==> config.mk <==
export PLATFORM = sky130hd
export DESIGN_NAME = gpio_mmio_responder
export DESIGN_NICKNAME = d
export VERILOG_FILES = /design/src/rtl/gpio_pkg.sv /design/src/rtl/gpio_debounce.sv /design/src/rtl/gpio_mmio_responder.sv
export SDC_FILE = /design/constraint.sdc
export NUM_CORES = 1
export LEC_CHECK = 0
export CORE_AREA = 2 2 95 70
export CTS_CLUSTER_SIZE = 25
export DETAILED_ROUTE_END_ITERATION = 6
export DIE_AREA = 0 0 97 72
export PLACE_DENSITY = 0.87
export RECOVER_POWER = 25
export SYNTH_ARGS = -nofsm -noshare
export SYNTH_HDL_FRONTEND = slang
export SYNTH_SLANG_ARGS = --single-unit
==> constraint.sdc <==
create_clock -name clk -period 4.5 [get_ports clk]
set_input_delay 1.35 -clock clk [delete_from_list [all_inputs] [get_ports clk]]
set_output_delay 1.35 -clock clk [all_outputs]
set_load 0.01 [all_outputs]
==> src/rtl/gpio_pkg.sv <==
// Shared register map for the GPIO MMIO responder: window size and word offsets.
package gpio_pkg;

    localparam int unsigned WINDOW_BYTES = 32;
    localparam int unsigned WINDOW_AW    = $clog2(WINDOW_BYTES);

    typedef enum logic [2:0] {
        OFF_OUT       = 3'd0,
        OFF_IN        = 3'd1,
        OFF_EDGE_STAT = 3'd2,
        OFF_IRQ_EN    = 3'd3,
        OFF_SET       = 3'd4,
        OFF_CLR       = 3'd5,
        OFF_RSVD6     = 3'd6,
        OFF_RSVD7     = 3'd7
    } reg_off_e;

endpackage

==> src/rtl/gpio_debounce.sv <==
// Single-pin debounce filter: the output follows the input only after the input
// has disagreed with it for DEBOUNCE_CYCLES consecutive clocks.
module gpio_debounce #(
    parameter int unsigned DEBOUNCE_CYCLES = 16
) (
    input  logic clk,
    input  logic reset,
    input  logic raw,
    output logic filtered
);

    localparam int unsigned CNT_W = (DEBOUNCE_CYCLES > 1) ? $clog2(DEBOUNCE_CYCLES) : 1;
    localparam logic [CNT_W-1:0] CNT_LAST = CNT_W'(DEBOUNCE_CYCLES - 1);
    localparam logic [CNT_W-1:0] CNT_ONE  = CNT_W'(1);
    localparam logic [CNT_W-1:0] CNT_ZERO = CNT_W'(0);

    logic [CNT_W-1:0] cnt_r;
    logic [CNT_W-1:0] cnt_next_s;
    logic             state_r;
    logic             state_next_s;

    // Count consecutive disagreeing clocks; any reversion restarts the count.
    always_comb begin
        cnt_next_s   = CNT_ZERO;
        state_next_s = state_r;
        if (raw != state_r) begin
            if (cnt_r == CNT_LAST) begin
                state_next_s = raw;
                cnt_next_s   = CNT_ZERO;
            end else begin
                cnt_next_s = cnt_r + CNT_ONE;
            end
        end else begin
            cnt_next_s = CNT_ZERO;
        end
    end

    // Filter state registers.
    always_ff @(posedge clk) begin
        if (!reset) begin
            cnt_r   <= CNT_ZERO;
            state_r <= 1'b0;
        end else begin
            cnt_r   <= cnt_next_s;
            state_r <= state_next_s;
        end
    end

    assign filtered = state_r;

endmodule

==> src/rtl/gpio_mmio_responder.sv <==
// Memory-mapped GPIO block: OUT/IN/EDGE_STAT/IRQ_EN/SET/CLR in a 32-byte window.
// Optional per-pin debounce filter enabled by defining GPIO_DEBOUNCE_EN.
module gpio_mmio_responder
    import gpio_pkg::*;
#(
    parameter logic [31:0] BASE_ADDR       = 32'h1001_0000,
    parameter int unsigned GPIO_WIDTH      = 8,
    parameter int unsigned DEBOUNCE_CYCLES = 16
) (
    input  logic                  clk,
    input  logic                  reset,
    input  logic [31:0]           Address_i,
    input  logic [31:0]           WriteData_i,
    input  logic                  MemWrite_i,
    output logic [31:0]           ReadData_o,
    output logic                  sel_o,
    input  logic [GPIO_WIDTH-1:0] gpio_in_i,
    output logic [GPIO_WIDTH-1:0] gpio_out_o,
    output logic                  irq_o
);

    localparam logic [GPIO_WIDTH-1:0] ZERO_W  = {GPIO_WIDTH{1'b0}};
    localparam logic [31:0]           DEB_VEC = 32'(DEBOUNCE_CYCLES);

    logic                  sel_s;
    logic                  wr_s;
    reg_off_e              off_s;
    logic [GPIO_WIDTH-1:0] wdata_s;
    logic [GPIO_WIDTH-1:0] sync1_r;
    logic [GPIO_WIDTH-1:0] sync2_r;
    logic [GPIO_WIDTH-1:0] in_s;
    logic [GPIO_WIDTH-1:0] prev_r;
    logic [GPIO_WIDTH-1:0] edge_s;
    logic [GPIO_WIDTH-1:0] out_r;
    logic [GPIO_WIDTH-1:0] out_next_s;
    logic [GPIO_WIDTH-1:0] stat_r;
    logic [GPIO_WIDTH-1:0] stat_next_s;
    logic [GPIO_WIDTH-1:0] en_r;
    logic [GPIO_WIDTH-1:0] en_next_s;
    logic                  irq_r;
    logic [31:0]           rdata_s;
    logic                  unused_s;

    assign sel_s   = (Address_i[31:WINDOW_AW] == BASE_ADDR[31:WINDOW_AW]);
    assign wr_s    = MemWrite_i & sel_s;
    assign off_s   = reg_off_e'(Address_i[4:2]);
    assign wdata_s = WriteData_i[GPIO_WIDTH-1:0];
    assign edge_s  = in_s & ~prev_r;

    // Byte lanes, high data bits and the debounce length are not needed in every build.
    assign unused_s = ^{Address_i[1:0], WriteData_i, DEB_VEC[0]};

`ifdef GPIO_DEBOUNCE_EN
    for (genvar g = 0; g < GPIO_WIDTH; g++) begin : g_deb
        gpio_debounce #(
            .DEBOUNCE_CYCLES(DEBOUNCE_CYCLES)
        ) u_deb (
            .clk      (clk),
            .reset    (reset),
            .raw      (sync2_r[g]),
            .filtered (in_s[g])
        );
    end
`else
    assign in_s = sync2_r;
`endif

    // Bus write decode; a fresh edge always wins over a W1C on the same bit.
    always_comb begin
        out_next_s  = out_r;
        en_next_s   = en_r;
        stat_next_s = stat_r | edge_s;
        if (wr_s) begin
            case (off_s)
                OFF_OUT:       out_next_s  = wdata_s;
                OFF_SET:       out_next_s  = out_r | wdata_s;
                OFF_CLR:       out_next_s  = out_r & ~wdata_s;
                OFF_IRQ_EN:    en_next_s   = wdata_s;
                OFF_EDGE_STAT: stat_next_s = (stat_r & ~wdata_s) | edge_s;
                default:       out_next_s  = out_r;
            endcase
        end else begin
            out_next_s = out_r;
        end
    end

    // Register state, input synchronizer, edge history and interrupt.
    always_ff @(posedge clk) begin
        if (!reset) begin
            out_r   <= ZERO_W;
            stat_r  <= ZERO_W;
            en_r    <= ZERO_W;
            sync1_r <= ZERO_W;
            sync2_r <= ZERO_W;
            prev_r  <= ZERO_W;
            irq_r   <= 1'b0;
        end else begin
            out_r   <= out_next_s;
            stat_r  <= stat_next_s;
            en_r    <= en_next_s;
            sync1_r <= gpio_in_i;
            sync2_r <= sync1_r;
            prev_r  <= in_s;
            irq_r   <= |(stat_r & en_r);
        end
    end

    // Load data mux; write-only and reserved words read as zero.
    always_comb begin
        rdata_s = 32'd0;
        if (sel_s) begin
            case (off_s)
                OFF_OUT:       rdata_s[GPIO_WIDTH-1:0] = out_r;
                OFF_IN:        rdata_s[GPIO_WIDTH-1:0] = in_s;
                OFF_EDGE_STAT: rdata_s[GPIO_WIDTH-1:0] = stat_r;
                OFF_IRQ_EN:    rdata_s[GPIO_WIDTH-1:0] = en_r;
                default:       rdata_s = 32'd0;
            endcase
        end else begin
            rdata_s = 32'd0;
        end
    end

    assign ReadData_o = rdata_s;
    assign sel_o      = sel_s;
    assign gpio_out_o = out_r;
    assign irq_o      = irq_r;

endmodule

**Word level (Yosys, flattened, before mapping)**

Index checks and enable logic that the tools add are counted.

- Flip-flop bits (word level): 49
- Input bits: 75
- Output and inout port bits: 42

- Equality and inequality tests: 6
- Mux-type cells: 5
- Bitwise gates (word level): 10
- Reduce and logical (&&, ||, !) cells: 5

Operator list:

| cell | number |
|---|---|
| $and 8x8->8 | 4 |
| $pmux 8 s4 | 1 |
| $eq 27x24->1 const B | 1 |
| $mux 8 | 3 |
| $or 8x8->8 | 3 |
| $pmux 8 s3 | 1 |
| $not 8->8 | 2 |
| $reduce_or 8->1 | 1 |
| $eq 3x2->1 const B | 2 |
| $eq 3x3->1 const B | 2 |
| $reduce_and 2->1 | 2 |
| $eq 3x1->1 const B | 1 |
| $logic_not 3->1 | 1 |
| $reduce_bool 3->1 | 1 |
| $and 1x1->1 | 1 |

**Longest topological paths before layout**

Gate-level depths: netlist of the first run.

- Depth in word-level cells: 5
- Depth in mapped cells: 6
- Gate-level depth less buffers: 4

**Worst setup path before layout of the first run**

OpenSTA, ideal clock, no wires.

- Path kind: input to output
- Start: in Address_i[23]
- End: out ReadData_o[0]
- Arrival: 2.810 ns
- Path slack: 0.340 ns
- Stages: 5
- Path buffers: 1
- Path through: nor4_1 nand4_1 or4_2 clkbuf_1 nor2b_1

- Cells in the longest elaborated chain, start to end: 2

RTL lines:

| what | RTL line | RTL |
|---|---|---|
| from (decl) | gpio_mmio_responder.sv:12 | `input logic [31:0] Address_i,` |
| $eq 27x24->1 | gpio_mmio_responder.sv:44 | `assign sel_s = (Address_i[31:WINDOW_AW] == BASE_ADDR[31:WINDOW_AW]);` |
| $mux 8 | gpio_mmio_responder.sv:111 | `if (sel_s) begin` |
| to (decl) | gpio_mmio_responder.sv:15 | `output logic [31:0] ReadData_o,` |

No other way between the ends.

**Worst setup path after layout of the first run**

- Start: in Address_i[25]
- End: out ReadData_o[7]

Same word-level chain as after synthesis.

==> results of run 1 <==
-- critical path: stages --
cell and delay, ps:
clkdlybuf4s50_1 400, or3b_4 400, or4_4 560, buf_6 170, nor2b_4 120, buf_6 110
-- report_power, final --
group	switching, W	internal (W)	leakage (nW)	total [W]
Clock	0.000151	0.000224	0.0687	0.000375
Sequential	0.00000568	0.000446	0.400	0.000451
Combinational	0.0000478	0.0000586	0.871	0.000106
Total	0.000205	0.000728	1.34	0.000933
-- sequential cells by signal (all words and copies together), names as in the netlist --
name        count
in_s            8
irq_o           1
en_r            8
sync1_r         8
stat_r          8
gpio_out_o      8
prev_r          8
-- routing by layer --
metal | up-vias | routed length (um)
met2 | 105 | 2960
met5 | - | 0
met1 | 968 | 2410
met4 | 0 | 84
met3 | 9 | 525
li1 | 993 | -
-- cells in the final DEF, fill, tap and decap left out, types with 9 or more instances in the layout --
master and n:
dfxtp_1 49, clkdlybuf4s50_1 31, conb_1 24, nor2b_1 21
and2_1 19, nand2_1 17, o21ai_0 16, a21oi_1 16
buf_4 11, nor2_1 10, nor4_1 9, nand3_1 9
dlymetal6s2s_1 9
-- worst max-delay path by stage --
| stage | from | end | slack, ps | cells past startpoint |
|---|---|---|---|---|
| after floorplan | Address_i[23] | ReadData_o[0] | 340 | 5 |
| after global placement | Address_i[6] | ReadData_o[7] | -770 | 6 |
| after detailed placement | Address_i[23] | ReadData_o[7] | -770 | 6 |
| after CTS | Address_i[16] | ReadData_o[7] | 3 | 6 |
| after global routing | Address_i[12] | ReadData_o[1] | -10 | 7 |
| final | Address_i[25] | ReadData_o[7] | 40 | 6 |
-- through the flow --
stage	std cells	hold slack, ps	TNS (ps)	worst slack [ps]	area (um2)
3_5_place_dp	394	418	-5980	-774	3020
5_1_grt	408	450	-31.3	-12.0	3290
4_1_cts	406	439	0	2.62	3240
6_report	408	436	0	39.9	3290
3_3_place_gp	394	415	-5750	-770	3020
2_1_floorplan	279	412	0	340	2440
-- cell families (layout without fill, tap and decap cells) --
kind of cell / count (synthesis) / in the layout / share of synthesized area [%]
AOI/OAI and AO/OA: 45 / 45 / 10.6
buffers and inverters: 42 / 93 / 12.4
DFF: 49 / 49 / 41.7
other: 1 / 24 / 0.159
and+or+nand+nor: 111 / 111 / 27.5
muxes: 8 / 8 / 7.66
-- Yosys cell counts, drive strengths merged, types with 8 or more instances --
cell	instances	share of area, %
dfxtp	49	42
buf	33	11
nor2b	25	6.6
and2	24	6.4
nand2	17	2.7
a21oi	16	3.4
o21ai	16	3.4
nor4	14	3.7
nor2	10	1.6
nand3	9	1.9
mux4	8	7.7
o22ai	8	2.1
-- final cells by class --
type,instances,share of cell area (%)
multi-input cells,188,38.3
flip-flops and latches,49,29.8
repair buffers,83,24.5
inverters,2,0.228
well taps,78,2.96
clock inverters,3,2.09
clock buffers,5,2.09
-- repair_timing --
item	4_1_cts	5_1_grt
setup buffers	4	2
gates cloned	0	0
pin swaps	6	9
endpoints found under the setup margin	9	8
gates resized for setup	62	20
==> metrics.txt, run 1 <==
Core ar.=6040 um2; WL final=5.98 mm; Clock Pin Slew Worst Setup and Hold Paths=80 ps; Setup crit start kind=input port; critical path data required time=3150 ps; Final Util=54.6%; final hold vios=0; Die Wd=97 um; met2 global-route usage=28.1%; flops & latches, synth=49; Yosys warnings=0; MaxCap Viol Count=0; r2r startpoint=stat_r[5]; Hold Crit Start=sync1_r[3]; Routed WL per cell=14.6 um; final setup vio count=0; gpl congestion=0.807; die area=6980 um2; WP data arrival=3110 ps; reg-to-reg endpoint=irq_o; worst rel slew slack=30.5%; Congestion Overflow GR=0; Async SR Flop Fraction=0%; Power Dens Cells=283 nW/um2; met1 Use GR=21.3%; Die Y=72 um; Gate Count Post-Synth=256; fillcell total=518; Seq/Total Area, Yosys=41.7%; Skew-Pair Late Insertion Delay=310 ps; status=finished, final reports clean; Root Buffer=clkbuf_8; Vias=2,075; met3 Resource Use GR=4.53%; Main synth FF type=dfxtp_1; number of synthesized flops with an enable pin=0; setup slack, reg-to-reg=3570 ps; CP Class=input port to output port; Clock Skew=11.8 ps; Row Count=24; multi-input combinational cell area=1260 um2; Vias/cell=5.09; Max IR drop VDD=0.189 mV; Worst Path Max Fanout=5; Num CTS Buffers=5; I/O pin cnt=117; first-pass GRT wire length=9.29 mm; Starting Density=39.0%; CTS H-tree depth=2; gr busiest metal=met2; Design Power=0.000933 W; Final Max Slew Viols=0; DP HPWL=4.22 mm; Total GRT Usage=16.8%; worst r2r path cells=2; Sink Count=49; period utilization=99.1%; Netlist cell types=34; crit path capture type=output port; Antenna Nets Post-Route=0; Nets=404; CTS Buffer Depth=2; # DRC=0; Hold/Removal Path Class=flip-flop to flip-flop; post-synthesis cell area=2350 um2; Pre-Repair DR Iteration Count=4; fraction of layout cells with a size suffix above 1=16.7%; hold worst-path end=in_s[3]; crit path time final=4460 ps; port bufs=66; initial DRC count=208; largest net degree at the start of global routing=31; Area Overhead vs Synth=40.0%; WHS Path Cells=1; vias in the first global route=1,906; Pleak=1.34 nW; initial antenna violation count=0; Avg Cell Area, Syn=9.19 um2; TritonCTS clock tree=yes; Fmax achieved=224 MHz; # diodes=0; Sequential Area=981 um2; Least-Margin Pin Slew=1040 ps; CTS Hold Bufs=0
Power figures use the tool's default switching activity.
==> inputs of run 2 (changes only) <==
--- a/config.mk
+++ b/config.mk
@@ -5,11 +5,12 @@
 export SDC_FILE = /design/constraint.sdc
 export NUM_CORES = 1
 export LEC_CHECK = 0
-export CORE_AREA = 2 2 95 70
+export ABC_AREA = 1
+export CORE_AREA = 2 2 98 72
 export CTS_CLUSTER_SIZE = 25
 export DETAILED_ROUTE_END_ITERATION = 6
-export DIE_AREA = 0 0 97 72
-export PLACE_DENSITY = 0.87
+export DIE_AREA = 0 0 100 74
+export PLACE_DENSITY = 0.88
 export RECOVER_POWER = 25
 export SYNTH_ARGS = -nofsm -noshare
 export SYNTH_HDL_FRONTEND = slang
==> run 2 against run 1 <==
Sequential share of layout area down 1.7 points. Register-to-register slack worse by 130 ps. First-iteration DRC count up 18%. Via count up 25%. Die area up 6.0%. Combinational power up 13%. Maximum frequency up 1.1%. Wire length up 13%. Cell count up 36%. Non-clock buffer count down 7. Utilization down 0.87 points. Sequential power about the same. Critical path type unchanged.
==> metrics.txt, run 2 <==
Worst Path Max Fanout=3 (-2); Setup crit start=Address_i[9]; post-synthesis cell area=2640 um2 (+12%); Gate Count Post-Synth=398 (+55%); Sink Count=49 (unchanged); worst rel slew slack=26.1% (-4.4 points); Skew-Pair Late Insertion Delay=310 ps (about the same); crit path capture=sel_o; Vias/cell=4.69 (-7.7%); Seq/Total Area, Yosys=37.1% (-4.6 points); crit path time final=4410 ps (-49.5 ps); Pre-Repair DR Iteration Count=5 (+1); placed cell areas=3340 um2 (+11%); # diodes=0 (unchanged); Pleak=1.77 nW (+32%); critical path data required time=3150 ps (about the same); Post-synth top cells=nand2_1 (117), inv_1 (68), nor2_1 (66); most frequent cell after synthesis=nand2_1; final hold vios=0 (unchanged); initial antenna violation count=0 (unchanged); Final Util=53.7% (-0.87 points); Sequential Area=981 um2 (unchanged); final instance area=3490 um2 (+6.1%); Synth area leaders=dfxtp_1 (37%), nand2_1 (17%), inv_1 (9.7%); CTS H-tree depth=2 (unchanged); Least-Margin Pin Slew=1100 ps (+62.8 ps); worst r2r path cells=4 (+2); # DRC=0 (unchanged); Final Max Slew Viols=0 (unchanged); CP Class=input port to output port; Core ar.=6510 um2 (+7.8%); gr busiest metal=met2; reg-to-reg endpoint=irq_o; status=finished, final reports clean; Starting Density=40.6% (+1.6 points); CTS Hold Bufs=0 (unchanged); fillcell total=593 (+14%); multi-input combinational cell area=1250 um2 (-0.59%); Die Wd=100 um (+3.1%); Netlist cell types=28 (-18%); setup slack, reg-to-reg=3440 ps (-130 ps); Yosys warnings=0 (unchanged); Total GRT Usage=19.3% (+2.5 points); WP data arrival=3060 ps (-50 ps); Hold/Removal Path Class=flip-flop to flip-flop; CTS Buffer Depth=2 (unchanged); Power Dens Cells=259 nW/um2 (-8.6%); met2 global-route usage=34.9% (+6.8 points); number of synthesized flops with an enable pin=0 (unchanged); I/O pin cnt=117 (unchanged); Num CTS Buffers=5 (unchanged); Area Overhead vs Synth=32.3%; first-pass GRT wire length=11.4 mm (+22%); Nets=546 (+35%); MaxCap Viol Count=0 (unchanged); Clock Pin Slew Worst Setup and Hold Paths=90 ps (about the same); flops & latches, synth=49 (unchanged); Die Y=74 um (+2.8%); vias in the first global route=2,488 (+31%); Root Buffer=clkbuf_8; initial DRC count=245 (+18%); DP HPWL=5.19 mm (+23%); Vias=2,596 (+25%); Main synth FF type=dfxtp_1; Max IR drop VDD=0.173 mV (-8.3%); fraction of layout cells with a size suffix above 1=8.05% (-8.6 points); Clock Skew=5.28 ps (-6.49 ps); port bufs=66 (unchanged); period utilization=98.0% (-1.1 points); Congestion Overflow GR=0 (unchanged); crit path capture type=output port; Routed WL per cell=12.2 um (-16%); final setup vio count=0 (unchanged); met3 Resource Use GR=3.76% (-0.77 points); Async SR Flop Fraction=0% (unchanged); Setup crit start kind=input port; gpl congestion=0.861 (+6.7%); TritonCTS clock tree=yes; die area=7400 um2 (+6.0%); largest net degree at the start of global routing=32 (+3.2%); commonest non-fill, non-tap cell in the layout=nand2_1; Fmax achieved=227 MHz (+1.1%); Antenna Nets Post-Route=0 (unchanged); met1 Use GR=23.8% (+2.5 points); WL final=6.77 mm (+13%); Final Hold Slack=417 ps (-19.8 ps); leading area contributor after synthesis=dfxtp_1; Avg Cell Area, Syn=6.64 um2 (-28%); commonest non-fill, non-tap cells in the layout=nand2_1 (116), inv_1 (67), nor2_1 (65), clkdlybuf4s50_1 (51), dfxtp_1 (49); Row Count=25 (+4.2%); r2r startpoint=en_r[6]; post-synth top area share=37.1% (-4.6 points)
[run 2: cell types whose count changed after synthesis, moves of 8 or more]
cell,previous run,this run
nor2_1,10,66
mux4_2,8,0
a21oi_1,16,0
nor4_1,14,0
a31oi_1,0,8
and2_1,24,0
nand2_1,17,117
nor2b_1,25,0
o21bai_1,0,8
o21ai_0,16,0
inv_1,1,68
[run 2: critical path, cell delays in order]
cell and delay (ps):
clkdlybuf4s50_1 450, nor2_1 130, nand2_1 60, nor2_1 110, nand2_1 90, nor2_2 160, buf_4 160, clkdlybuf4s50_1 550
[run 2: worst min-delay path by stage]
stage,to,cells past startpoint,slack [ps],start
CTS,in_s[3],2,420,sync1_r[3]
finish,in_s[3],2,420,sync1_r[3]
floorplan,in_s[0],2,390,sync1_r[0]
global route,in_s[3],2,440,sync1_r[3]
global placement,in_s[3],2,400,sync1_r[3]
detailed placement,in_s[3],2,400,sync1_r[3]
[run 2: through the flow]
stage | cells | total power (W) | TNS [ps] | setup slack (ps)
global placement | 545 | 0.000576 | -1030 | -161
detailed placement | 545 | 0.000581 | -1450 | -199
global route | 553 | 0.000939 | -9.45 | -9.45
CTS | 553 | 0.000905 | -575 | -147
floorplan | 421 | 0.000531 | 0 | 760
finish | 553 | 0.000905 | 0 | 89.3
[run 2: cell families after synthesis]
group                  count (synthesis)  share of synthesized area [%]
buffers and inverters                105                           19.7
flip-flops                            49                           37.1
AND/OR/NAND/NOR                      207                           33.1
other                                  1                          0.142
AO/OA/AOI/OAI                         36                           9.90
[run 2: where the power goes]
part | switching (W) | internal, W
combinational | 0.0000604 | 0.0000594
sequential | 0.00000654 | 0.000446
clock | 0.000151 | 0.000181
[run 2: cell type report]
type                            instances  area share [%]
Clock buffer                            6            2.36
Clock inverter                          2            1.07
Inverter                               72            7.74
Multi-Input combinational cell        267            35.9
Sequential cell                        49            28.1
Tap cell                               81            2.90
Timing Repair Buffer                   76            21.9
[run 2: what timing repair did]
| action | in CTS | in global routing |
|---|---|---|
| gates resized for setup | 8 | 7 |
| pin swaps | 0 | 0 |
| hold endpoints to repair | 0 | 0 |
| setup buffers | 0 | 0 |
| endpoints found under the setup margin | 8 | 9 |
| cloned | 0 | 0 |
[run 2: routing by layer]
layer,wire (um),vias to the layer above
li1,-,1305
met1,2860,1173
met2,3300,111
met3,561,7
met4,50,0
met5,0,-
